**src/rtl/id_ex_issue_if.sv**
```systemverilog
// ID->EX issue bus: the registered decoded fields and operands that feed ex_stage.
// The issue register drives it through master; ex_stage reads it through slave.
interface id_ex_issue_if #(
   parameter int XLEN = 32
);
   logic [XLEN-1:0] id_ex_PC;
   logic [XLEN-1:0] id_ex_imm;
   logic [XLEN-1:0] id_ex_rega;
   logic [XLEN-1:0] id_ex_regb;
   logic [XLEN-1:0] pc_add_opa;
   logic [1:0]      id_ex_opa_select;
   logic [1:0]      id_ex_opb_select;
   logic [4:0]      id_ex_alu_func;
   logic [2:0]      id_ex_funct3;
   logic            id_ex_uncond_branch;
   logic            id_ex_cond_branch;
   logic            id_ex_valid_inst;
   logic [4:0]      id_ex_rd;
   logic            id_ex_rd_wr;
   logic            id_ex_is_load;

   modport master (
      output id_ex_PC, id_ex_imm, id_ex_rega, id_ex_regb, pc_add_opa,
             id_ex_opa_select, id_ex_opb_select, id_ex_alu_func, id_ex_funct3,
             id_ex_uncond_branch, id_ex_cond_branch, id_ex_valid_inst,
             id_ex_rd, id_ex_rd_wr, id_ex_is_load
   );

   modport slave (
      input  id_ex_PC, id_ex_imm, id_ex_rega, id_ex_regb, pc_add_opa,
             id_ex_opa_select, id_ex_opb_select, id_ex_alu_func, id_ex_funct3,
             id_ex_uncond_branch, id_ex_cond_branch, id_ex_valid_inst,
             id_ex_rd, id_ex_rd_wr, id_ex_is_load
   );
endinterface

```
**src/rtl/id_ex_issue.sv**
```systemverilog
// ID->EX issue register with EX/MEM and WB operand forwarding, load-use bubbles,
// downstream hold on mem_stall and a wrong-path kill window after a taken branch.
module id_ex_issue #(
   parameter int XLEN      = 32,
   parameter int BR_SHADOW = 2
) (
   input  logic            clk,
   input  logic            rst,
   input  logic            id_valid,
   input  logic [XLEN-1:0] id_PC,
   input  logic [XLEN-1:0] id_imm,
   input  logic [XLEN-1:0] id_rega,
   input  logic [XLEN-1:0] id_regb,
   input  logic [4:0]      id_rs1,
   input  logic [4:0]      id_rs2,
   input  logic            id_rs1_used,
   input  logic            id_rs2_used,
   input  logic [4:0]      id_rd,
   input  logic            id_rd_wr,
   input  logic            id_is_load,
   input  logic            id_jalr,
   input  logic [1:0]      id_opa_select,
   input  logic [1:0]      id_opb_select,
   input  logic [4:0]      id_alu_func,
   input  logic [2:0]      id_funct3,
   input  logic            id_uncond_branch,
   input  logic            id_cond_branch,
   input  logic            ex_take_branch,
   input  logic            mem_stall,
   input  logic [4:0]      ex_mem_rd,
   input  logic            ex_mem_rd_wr,
   input  logic            ex_mem_is_load,
   input  logic [XLEN-1:0] ex_mem_result,
   input  logic [4:0]      wb_rd,
   input  logic            wb_wr,
   input  logic [XLEN-1:0] wb_data,
   output logic            id_stall,
   id_ex_issue_if.master   ex_bus
);

   localparam int CNT_W = (BR_SHADOW > 1) ? $clog2(BR_SHADOW) + 1 : 1;

   typedef enum logic {
      S_RUN   = 1'b0,
      S_FLUSH = 1'b1
   } state_t;

   state_t           state, state_n;
   logic [CNT_W-1:0] cnt, cnt_n;
   logic             flush_p0;
   logic             load_use_p0;
   logic             bubble_p0;
   logic             issue_p0;
   logic [XLEN-1:0]  rega_fwd_p0;
   logic [XLEN-1:0]  regb_fwd_p0;

   // EX/MEM beats WB; x0 always reads the regfile value untouched.
   function automatic logic [XLEN-1:0] fwd_operand(
      input logic [4:0]      rs,
      input logic [XLEN-1:0] rf_val
   );
      if (rs == 5'd0)
         return rf_val;
      if (rs == ex_mem_rd && ex_mem_rd_wr && !ex_mem_is_load)
         return ex_mem_result;
      if (rs == wb_rd && wb_wr)
         return wb_data;
      return rf_val;
   endfunction

   function automatic logic load_hit(
      input logic [4:0] rs,
      input logic       used
   );
      logic in_ex;
      logic in_mem;
      in_ex  = (rs == ex_bus.id_ex_rd) && ex_bus.id_ex_is_load && ex_bus.id_ex_valid_inst;
      in_mem = (rs == ex_mem_rd) && ex_mem_is_load && ex_mem_rd_wr;
      return used && (rs != 5'd0) && (in_ex || in_mem);
   endfunction

   // ID stage: hazard detection and operand selection
   always_comb begin
      rega_fwd_p0 = fwd_operand(id_rs1, id_rega);
      regb_fwd_p0 = fwd_operand(id_rs2, id_regb);
      flush_p0    = (state == S_RUN) && ex_take_branch && !mem_stall;
      load_use_p0 = (state == S_RUN) && id_valid &&
                    (load_hit(id_rs1, id_rs1_used) || load_hit(id_rs2, id_rs2_used));
      id_stall    = (load_use_p0 && !flush_p0 && !mem_stall) || mem_stall;
   end

   always_comb begin
      state_n   = state;
      cnt_n     = cnt;
      bubble_p0 = 1'b0;
      issue_p0  = 1'b0;
      if (mem_stall) begin
         state_n = state;
      end else if (state == S_FLUSH) begin
         bubble_p0 = 1'b1;
         cnt_n     = cnt - CNT_W'(1);
         if (cnt == CNT_W'(1))
            state_n = S_RUN;
      end else if (ex_take_branch) begin
         bubble_p0 = 1'b1;
         cnt_n     = CNT_W'(BR_SHADOW - 1);
         state_n   = (BR_SHADOW > 1) ? S_FLUSH : S_RUN;
      end else if (load_use_p0) begin
         bubble_p0 = 1'b1;
      end else begin
         issue_p0  = 1'b1;
      end
   end

   // ID -> EX register boundary
   always_ff @(posedge clk) begin
      if (!rst) begin
         state                      <= S_RUN;
         cnt                        <= '0;
         ex_bus.id_ex_PC            <= '0;
         ex_bus.id_ex_imm           <= '0;
         ex_bus.id_ex_rega          <= '0;
         ex_bus.id_ex_regb          <= '0;
         ex_bus.pc_add_opa          <= '0;
         ex_bus.id_ex_opa_select    <= '0;
         ex_bus.id_ex_opb_select    <= '0;
         ex_bus.id_ex_alu_func      <= '0;
         ex_bus.id_ex_funct3        <= '0;
         ex_bus.id_ex_uncond_branch <= 1'b0;
         ex_bus.id_ex_cond_branch   <= 1'b0;
         ex_bus.id_ex_valid_inst    <= 1'b0;
         ex_bus.id_ex_rd            <= '0;
         ex_bus.id_ex_rd_wr         <= 1'b0;
         ex_bus.id_ex_is_load       <= 1'b0;
      end else begin
         state <= state_n;
         cnt   <= cnt_n;
         if (bubble_p0) begin
            ex_bus.id_ex_PC            <= '0;
            ex_bus.id_ex_imm           <= '0;
            ex_bus.id_ex_rega          <= '0;
            ex_bus.id_ex_regb          <= '0;
            ex_bus.pc_add_opa          <= '0;
            ex_bus.id_ex_opa_select    <= '0;
            ex_bus.id_ex_opb_select    <= '0;
            ex_bus.id_ex_alu_func      <= '0;
            ex_bus.id_ex_funct3        <= '0;
            ex_bus.id_ex_uncond_branch <= 1'b0;
            ex_bus.id_ex_cond_branch   <= 1'b0;
            ex_bus.id_ex_valid_inst    <= 1'b0;
            ex_bus.id_ex_rd            <= '0;
            ex_bus.id_ex_rd_wr         <= 1'b0;
            ex_bus.id_ex_is_load       <= 1'b0;
         end else if (issue_p0) begin
            ex_bus.id_ex_PC            <= id_PC;
            ex_bus.id_ex_imm           <= id_imm;
            ex_bus.id_ex_rega          <= rega_fwd_p0;
            ex_bus.id_ex_regb          <= regb_fwd_p0;
            ex_bus.pc_add_opa          <= id_jalr ? rega_fwd_p0 : id_PC;
            ex_bus.id_ex_opa_select    <= id_opa_select;
            ex_bus.id_ex_opb_select    <= id_opb_select;
            ex_bus.id_ex_alu_func      <= id_alu_func;
            ex_bus.id_ex_funct3        <= id_funct3;
            ex_bus.id_ex_uncond_branch <= id_uncond_branch;
            ex_bus.id_ex_cond_branch   <= id_cond_branch;
            ex_bus.id_ex_valid_inst    <= id_valid;
            ex_bus.id_ex_rd            <= id_rd;
            ex_bus.id_ex_rd_wr         <= id_rd_wr;
            ex_bus.id_ex_is_load       <= id_is_load;
         end
      end
   end

endmodule

```
**src/flat_wrapper.sv**
```systemverilog
// flat-port wrapper written by rule: the top's interface ports become plain ports
module id_ex_issue_flat 
#(
   parameter int XLEN      = 32,
   parameter int BR_SHADOW = 2
)
  (clk, rst, id_valid, id_PC, id_imm, id_rega, id_regb, id_rs1, id_rs2, id_rs1_used, id_rs2_used, id_rd, id_rd_wr, id_is_load, id_jalr, id_opa_select, id_opb_select, id_alu_func, id_funct3, id_uncond_branch, id_cond_branch, ex_take_branch, mem_stall, ex_mem_rd, ex_mem_rd_wr, ex_mem_is_load, ex_mem_result, wb_rd, wb_wr, wb_data, id_stall, ex_bus_id_ex_PC, ex_bus_id_ex_imm, ex_bus_id_ex_rega, ex_bus_id_ex_regb, ex_bus_pc_add_opa, ex_bus_id_ex_opa_select, ex_bus_id_ex_opb_select, ex_bus_id_ex_alu_func, ex_bus_id_ex_funct3, ex_bus_id_ex_uncond_branch, ex_bus_id_ex_cond_branch, ex_bus_id_ex_valid_inst, ex_bus_id_ex_rd, ex_bus_id_ex_rd_wr, ex_bus_id_ex_is_load);
  id_ex_issue_if #(.XLEN(XLEN)) ex_bus_i ();
  input  logic clk;
  input  logic rst;
  input  logic id_valid;
  input  logic [XLEN-1:0] id_PC;
  input  logic [XLEN-1:0] id_imm;
  input  logic [XLEN-1:0] id_rega;
  input  logic [XLEN-1:0] id_regb;
  input  logic [4:0] id_rs1;
  input  logic [4:0] id_rs2;
  input  logic id_rs1_used;
  input  logic id_rs2_used;
  input  logic [4:0] id_rd;
  input  logic id_rd_wr;
  input  logic id_is_load;
  input  logic id_jalr;
  input  logic [1:0] id_opa_select;
  input  logic [1:0] id_opb_select;
  input  logic [4:0] id_alu_func;
  input  logic [2:0] id_funct3;
  input  logic id_uncond_branch;
  input  logic id_cond_branch;
  input  logic ex_take_branch;
  input  logic mem_stall;
  input  logic [4:0] ex_mem_rd;
  input  logic ex_mem_rd_wr;
  input  logic ex_mem_is_load;
  input  logic [XLEN-1:0] ex_mem_result;
  input  logic [4:0] wb_rd;
  input  logic wb_wr;
  input  logic [XLEN-1:0] wb_data;
  output logic id_stall;
  output wire logic [$bits(ex_bus_i.id_ex_PC)-1:0] ex_bus_id_ex_PC;
  output wire logic [$bits(ex_bus_i.id_ex_imm)-1:0] ex_bus_id_ex_imm;
  output wire logic [$bits(ex_bus_i.id_ex_rega)-1:0] ex_bus_id_ex_rega;
  output wire logic [$bits(ex_bus_i.id_ex_regb)-1:0] ex_bus_id_ex_regb;
  output wire logic [$bits(ex_bus_i.pc_add_opa)-1:0] ex_bus_pc_add_opa;
  output wire logic [$bits(ex_bus_i.id_ex_opa_select)-1:0] ex_bus_id_ex_opa_select;
  output wire logic [$bits(ex_bus_i.id_ex_opb_select)-1:0] ex_bus_id_ex_opb_select;
  output wire logic [$bits(ex_bus_i.id_ex_alu_func)-1:0] ex_bus_id_ex_alu_func;
  output wire logic [$bits(ex_bus_i.id_ex_funct3)-1:0] ex_bus_id_ex_funct3;
  output wire logic [$bits(ex_bus_i.id_ex_uncond_branch)-1:0] ex_bus_id_ex_uncond_branch;
  output wire logic [$bits(ex_bus_i.id_ex_cond_branch)-1:0] ex_bus_id_ex_cond_branch;
  output wire logic [$bits(ex_bus_i.id_ex_valid_inst)-1:0] ex_bus_id_ex_valid_inst;
  output wire logic [$bits(ex_bus_i.id_ex_rd)-1:0] ex_bus_id_ex_rd;
  output wire logic [$bits(ex_bus_i.id_ex_rd_wr)-1:0] ex_bus_id_ex_rd_wr;
  output wire logic [$bits(ex_bus_i.id_ex_is_load)-1:0] ex_bus_id_ex_is_load;
  assign ex_bus_id_ex_PC = ex_bus_i.id_ex_PC;
  assign ex_bus_id_ex_imm = ex_bus_i.id_ex_imm;
  assign ex_bus_id_ex_rega = ex_bus_i.id_ex_rega;
  assign ex_bus_id_ex_regb = ex_bus_i.id_ex_regb;
  assign ex_bus_pc_add_opa = ex_bus_i.pc_add_opa;
  assign ex_bus_id_ex_opa_select = ex_bus_i.id_ex_opa_select;
  assign ex_bus_id_ex_opb_select = ex_bus_i.id_ex_opb_select;
  assign ex_bus_id_ex_alu_func = ex_bus_i.id_ex_alu_func;
  assign ex_bus_id_ex_funct3 = ex_bus_i.id_ex_funct3;
  assign ex_bus_id_ex_uncond_branch = ex_bus_i.id_ex_uncond_branch;
  assign ex_bus_id_ex_cond_branch = ex_bus_i.id_ex_cond_branch;
  assign ex_bus_id_ex_valid_inst = ex_bus_i.id_ex_valid_inst;
  assign ex_bus_id_ex_rd = ex_bus_i.id_ex_rd;
  assign ex_bus_id_ex_rd_wr = ex_bus_i.id_ex_rd_wr;
  assign ex_bus_id_ex_is_load = ex_bus_i.id_ex_is_load;
  id_ex_issue #(.XLEN(XLEN), .BR_SHADOW(BR_SHADOW)) u_core (.clk(clk), .rst(rst), .id_valid(id_valid), .id_PC(id_PC), .id_imm(id_imm), .id_rega(id_rega), .id_regb(id_regb), .id_rs1(id_rs1), .id_rs2(id_rs2), .id_rs1_used(id_rs1_used), .id_rs2_used(id_rs2_used), .id_rd(id_rd), .id_rd_wr(id_rd_wr), .id_is_load(id_is_load), .id_jalr(id_jalr), .id_opa_select(id_opa_select), .id_opb_select(id_opb_select), .id_alu_func(id_alu_func), .id_funct3(id_funct3), .id_uncond_branch(id_uncond_branch), .id_cond_branch(id_cond_branch), .ex_take_branch(ex_take_branch), .mem_stall(mem_stall), .ex_mem_rd(ex_mem_rd), .ex_mem_rd_wr(ex_mem_rd_wr), .ex_mem_is_load(ex_mem_is_load), .ex_mem_result(ex_mem_result), .wb_rd(wb_rd), .wb_wr(wb_wr), .wb_data(wb_data), .id_stall(id_stall), .ex_bus(ex_bus_i));
endmodule
```
**config.mk**
```make
export PLATFORM = sky130hd
export DESIGN_NAME = id_ex_issue_flat
export DESIGN_NICKNAME = d
export VERILOG_FILES = /design/src/rtl/id_ex_issue_if.sv /design/src/rtl/id_ex_issue.sv /design/src/flat_wrapper.sv
export SDC_FILE = /design/constraint.sdc
export NUM_CORES = 1
export LEC_CHECK = 0
export CORE_AREA = 2 2 167 169
export CTS_BUF_LIST = sky130_fd_sc_hd__clkbuf_8 sky130_fd_sc_hd__clkbuf_16
export DETAILED_ROUTE_END_ITERATION = 8
export DIE_AREA = 0 0 169 171
export GPL_TIMING_DRIVEN = 0
export PLACE_DENSITY = 0.73
export SYNTH_ARGS = -nofsm -noshare
export SYNTH_HDL_FRONTEND = slang
export SYNTH_SLANG_ARGS = --single-unit
```
**constraint.sdc**
```tcl
create_clock -name clk -period 3.9 [get_ports clk]
set_clock_uncertainty 0.2 [all_clocks]
set_input_delay 0.78 -clock clk [delete_from_list [all_inputs] [get_ports clk]]
set_output_delay 0.78 -clock clk [all_outputs]
set_load 0.05 [all_outputs]
```
==> reports/metrics.csv <==
stage,metric,value,unit
clock_network,clkTransAtPathRegs,0.07,ns
synthesis,synthMostInstantiatedCell,dfxtp_1,
floorplan,row_count,61,
synthesis,yosysTopAreaCell,dfxtp_1,
route,first_pass_iters,6,
power_and_ir_drop,ir_drop,0.280,mV
synthesis,async_flop_share,0,%
worst_setup_path,worstSetupEndpoint,id_stall,
timing,tns,0,ns
floorplan,dieHeight,171,um
placement,gp_congestion,0.832,
route,vias,9402,
timing,tightest_slew,0.893,ns
timing,whs,0.258,ns
synthesis,avgSynthCellArea,9.75,um2
power_and_ir_drop,internal_power,0.00334,W
synthesis,netlist_area,8950,um2
route,wl_met2,19500,um
clock_network,tritoncts,yes,
synthesis,synth_top_area_share,41.4,%
floorplan,initial_utilization,32.8,%
timing,max_freq,0.264,GHz
clock_network,ctsHoldBuffers,0,
timing,min_period,3.79,ns
global_route,antenna_found_initial,3,
timing,rsz0062_at_grt,no,
timing,worst_slew_margin_rel,40.2,%
synthesis,synth_ff_type,dfxtp_1,
global_route,grt_max_degree,20,
synthesis,synth.top_cells.by_count,"dfxtp_1 (185), nand2_1 (163), a22o_1 (87)",
synthesis,ys_warn_count,0,
timing,worst_slack,0.107,ns
power_and_ir_drop,swShare,32.3,%
worst_setup_path,worst_r2r_path_depth,7,
global_route,grt_overflow,0,
synthesis,synthTopCellsByArea,"dfxtp_1 (41%), a221oi_2 (10%), a22o_1 (8.5%)",
clock_network,cts_buffer_depth,2,
synthesis,seq_area_frac_synth,41.4,%
clock_network,root_buffer,clkbuf_16,
route,viasPerCell,5.45,
job,maxCapViolCount,0,
route,wl_met3,3050,um
global_route,grt_pass1_vias,9598,
global_route,grt_pass1_wl,57800,um
route,final_antenna_net_count,0,
power_and_ir_drop,p_clk_share,36.5,%
route,route.detailed.drc,0,
synthesis,synth_cell_types,48,
final_layout,nets,1607,
placement,port_buffers,425,
worst_setup_path,end_kind,output port,
floorplan,die_area,28900,um2
worst_setup_path,cp.required,2.92,ns
power_and_ir_drop,p_total,0.00494,W
final_layout,drive_above_1_share,11.9,%
route,wl_per_cell,22.9,um
timing,post-route-period-util,97.3,%
worst_setup_path,cp_max_fo,4,
timing,hold_violations,0,
synthesis,netlist_instances,918,
worst_setup_path,setup.worst_path.start_class,input pin,
power_and_ir_drop,power.switching,0.00160,W
placement,dp.final_hpwl,30200,um
route,drt-initial-drc-count,647,
worst_setup_path,setup.worst_path.start,id_rs2[2],
route,topRoutingLayerUsed,met4,
synthesis,synth_nets,1163,
hold_path,hp-class,flip-flop to flip-flop,
worst_setup_path,path_class,input pin to output port,
floorplan,pin_count,427,
route,wl,39500,um
worst_setup_path,r2r_slack,0.96,ns
placement,dp_slack,-0.541,ns
clock_network,clk_latency,0.43,ns
timing,finalSetupViolCount,0,
clock_network,cts-htree-levels,4,
clock_network,cts.sinks,185,
power_and_ir_drop,p_per_area,347,nW/um2
clock_network,numCtsBuffers,17,
run_status,status,"complete, no violations",
floorplan,core_area,27300,um2
power_and_ir_drop,p_seq_share,40.6,%
power_and_ir_drop,p_leak,5.15,nW
synthesis,synth_seq_cells,185,
worst_setup_path,r2r_end,u_core.ex_bus.id_ex_regb[29]$_SDFFE_PP0P_,
synthesis,synth_edf_count,0,
final_layout,syn_to_final_growth,59.2,%
worst_setup_path,crit_arrival,2.81,ns
global_route,track_usage,26.5,%
worst_setup_path,regToRegStartpoint,u_core.ex_bus.id_ex_rd[2]$_SDFFE_PP0P_,
power_and_ir_drop,power_frac_comb,22.9,%
route,m1WireLength,15800,um
timing,drv_slew,0,
floorplan,die_w,169,um
-- routing by layer --
metal	vias to the layer above	global-route usage, %
met5	-	0
li1	4353	-
met2	453	46.5
met4	0	9.85
met1	4524	31.4
met3	72	6.64
-- repair_timing --
action	in CTS	in global routing
setup endpoints to repair	1	8
resized for setup	5	4
buffers inserted	0	0
-- flip-flops by register name (all words and copies together), names as in the netlist --
register	count
u_core.ex_bus.id_ex_PC	32
u_core.ex_bus.id_ex_imm	32
u_core.ex_bus.id_ex_rega	32
u_core.ex_bus.id_ex_regb	32
u_core.ex_bus.pc_add_opa	32
u_core.ex_bus.id_ex_alu_func	5
u_core.ex_bus.id_ex_rd	5
u_core.ex_bus.id_ex_funct3	3
u_core.cnt	2
u_core.ex_bus.id_ex_opa_select	2
u_core.ex_bus.id_ex_opb_select	2
u_core.ex_bus.id_ex_cond_branch	1
u_core.ex_bus.id_ex_is_load	1
u_core.ex_bus.id_ex_rd_wr	1
u_core.ex_bus.id_ex_uncond_branch	1
u_core.ex_bus.id_ex_valid_inst	1
u_core.state	1
-- power by group through the flow --
stage	Combinational (W)	Clock [W]	Sequential, W
after global routing	0.00119	0.00191	0.00201
after detailed placement	0.00113	0	0.00205
final	0.00113	0.00180	0.00201
after floorplan	0.000320	0	0.00229
after global placement	0.00112	0	0.00205
after CTS	0.00113	0.00185	0.00200
-- worst min path at each step --
stage	from	cells past startpoint	endpoint
after floorplan	u_core.cnt[0]$_SDFFE_PN0P_	1	u_core.cnt[0]$_SDFFE_PN0P_
after global placement	u_core.ex_bus.id_ex_regb[6]$_SDFFE_PP0P_	2	u_core.ex_bus.id_ex_regb[6]$_SDFFE_PP0P_
after detailed placement	u_core.ex_bus.id_ex_regb[8]$_SDFFE_PP0P_	2	u_core.ex_bus.id_ex_regb[8]$_SDFFE_PP0P_
after CTS	u_core.ex_bus.id_ex_regb[8]$_SDFFE_PP0P_	2	u_core.ex_bus.id_ex_regb[8]$_SDFFE_PP0P_
after global routing	u_core.ex_bus.id_ex_PC[31]$_SDFFE_PP0P_	2	u_core.ex_bus.id_ex_PC[31]$_SDFFE_PP0P_
final	u_core.ex_bus.id_ex_regb[11]$_SDFFE_PP0P_	2	u_core.ex_bus.id_ex_regb[11]$_SDFFE_PP0P_
-- cells in the final DEF, fill, tap and decap left out, types with 17 or more instances in the layout --
cell / count
clkdlybuf4s50_1: 423
o21ai_0: 64
a22o_1: 87
inv_1: 33
a2bb2oi_1: 22
mux2_2: 24
o221ai_1: 31
a221oi_2: 60
nand2_1: 163
buf_2: 19
clkbuf_16: 17
mux2i_1: 31
xor2_1: 17
dfxtp_1: 185
o22ai_1: 32
clkbuf_1: 47
-- metrics by stage --
stage	instances	utilization, %	area [um2]
floorplan	918	-	8950
global placement	1689	49.9	13600
detailed placement	1689	49.9	13600
CTS	1721	52.1	14200
global route	1723	52.1	14200
finish	1724	52.1	14200
-- critical path, cell delays in order --
cell	delay [ns]
clkdlybuf4s50_1	0.53
xor2_1	0.20
nor3_1	0.32
and3b_1	0.21
o2111ai_1	0.23
nand2_1	0.14
a21o_1	0.11
buf_2	0.28
-- cell type report --
type | count | area, um2
fill | 2544 | 13100
multi-input combinational | 616 | 4720
timing repair buffer | 425 | 4250
sequential | 185 | 3700
clock buffer | 18 | 439
tap | 346 | 433
buffer | 83 | 413
clock inverter | 14 | 150
inverter | 34 | 128
antenna | 3 | 7.51
-- cells by family after synthesis --
kind of cell / after synthesis / synth area share, %
multiplexers: 62 / 7.37
flip-flops: 185 / 41.4
AO/OA/AOI/OAI: 321 / 32.7
buffers and inverters: 117 / 6.04
XOR/XNOR: 30 / 2.93
AND/OR/NAND/NOR: 202 / 9.45
adder cells (fa/ha/maj): 1 / 0.140
(Power assumes the default switching activity.)
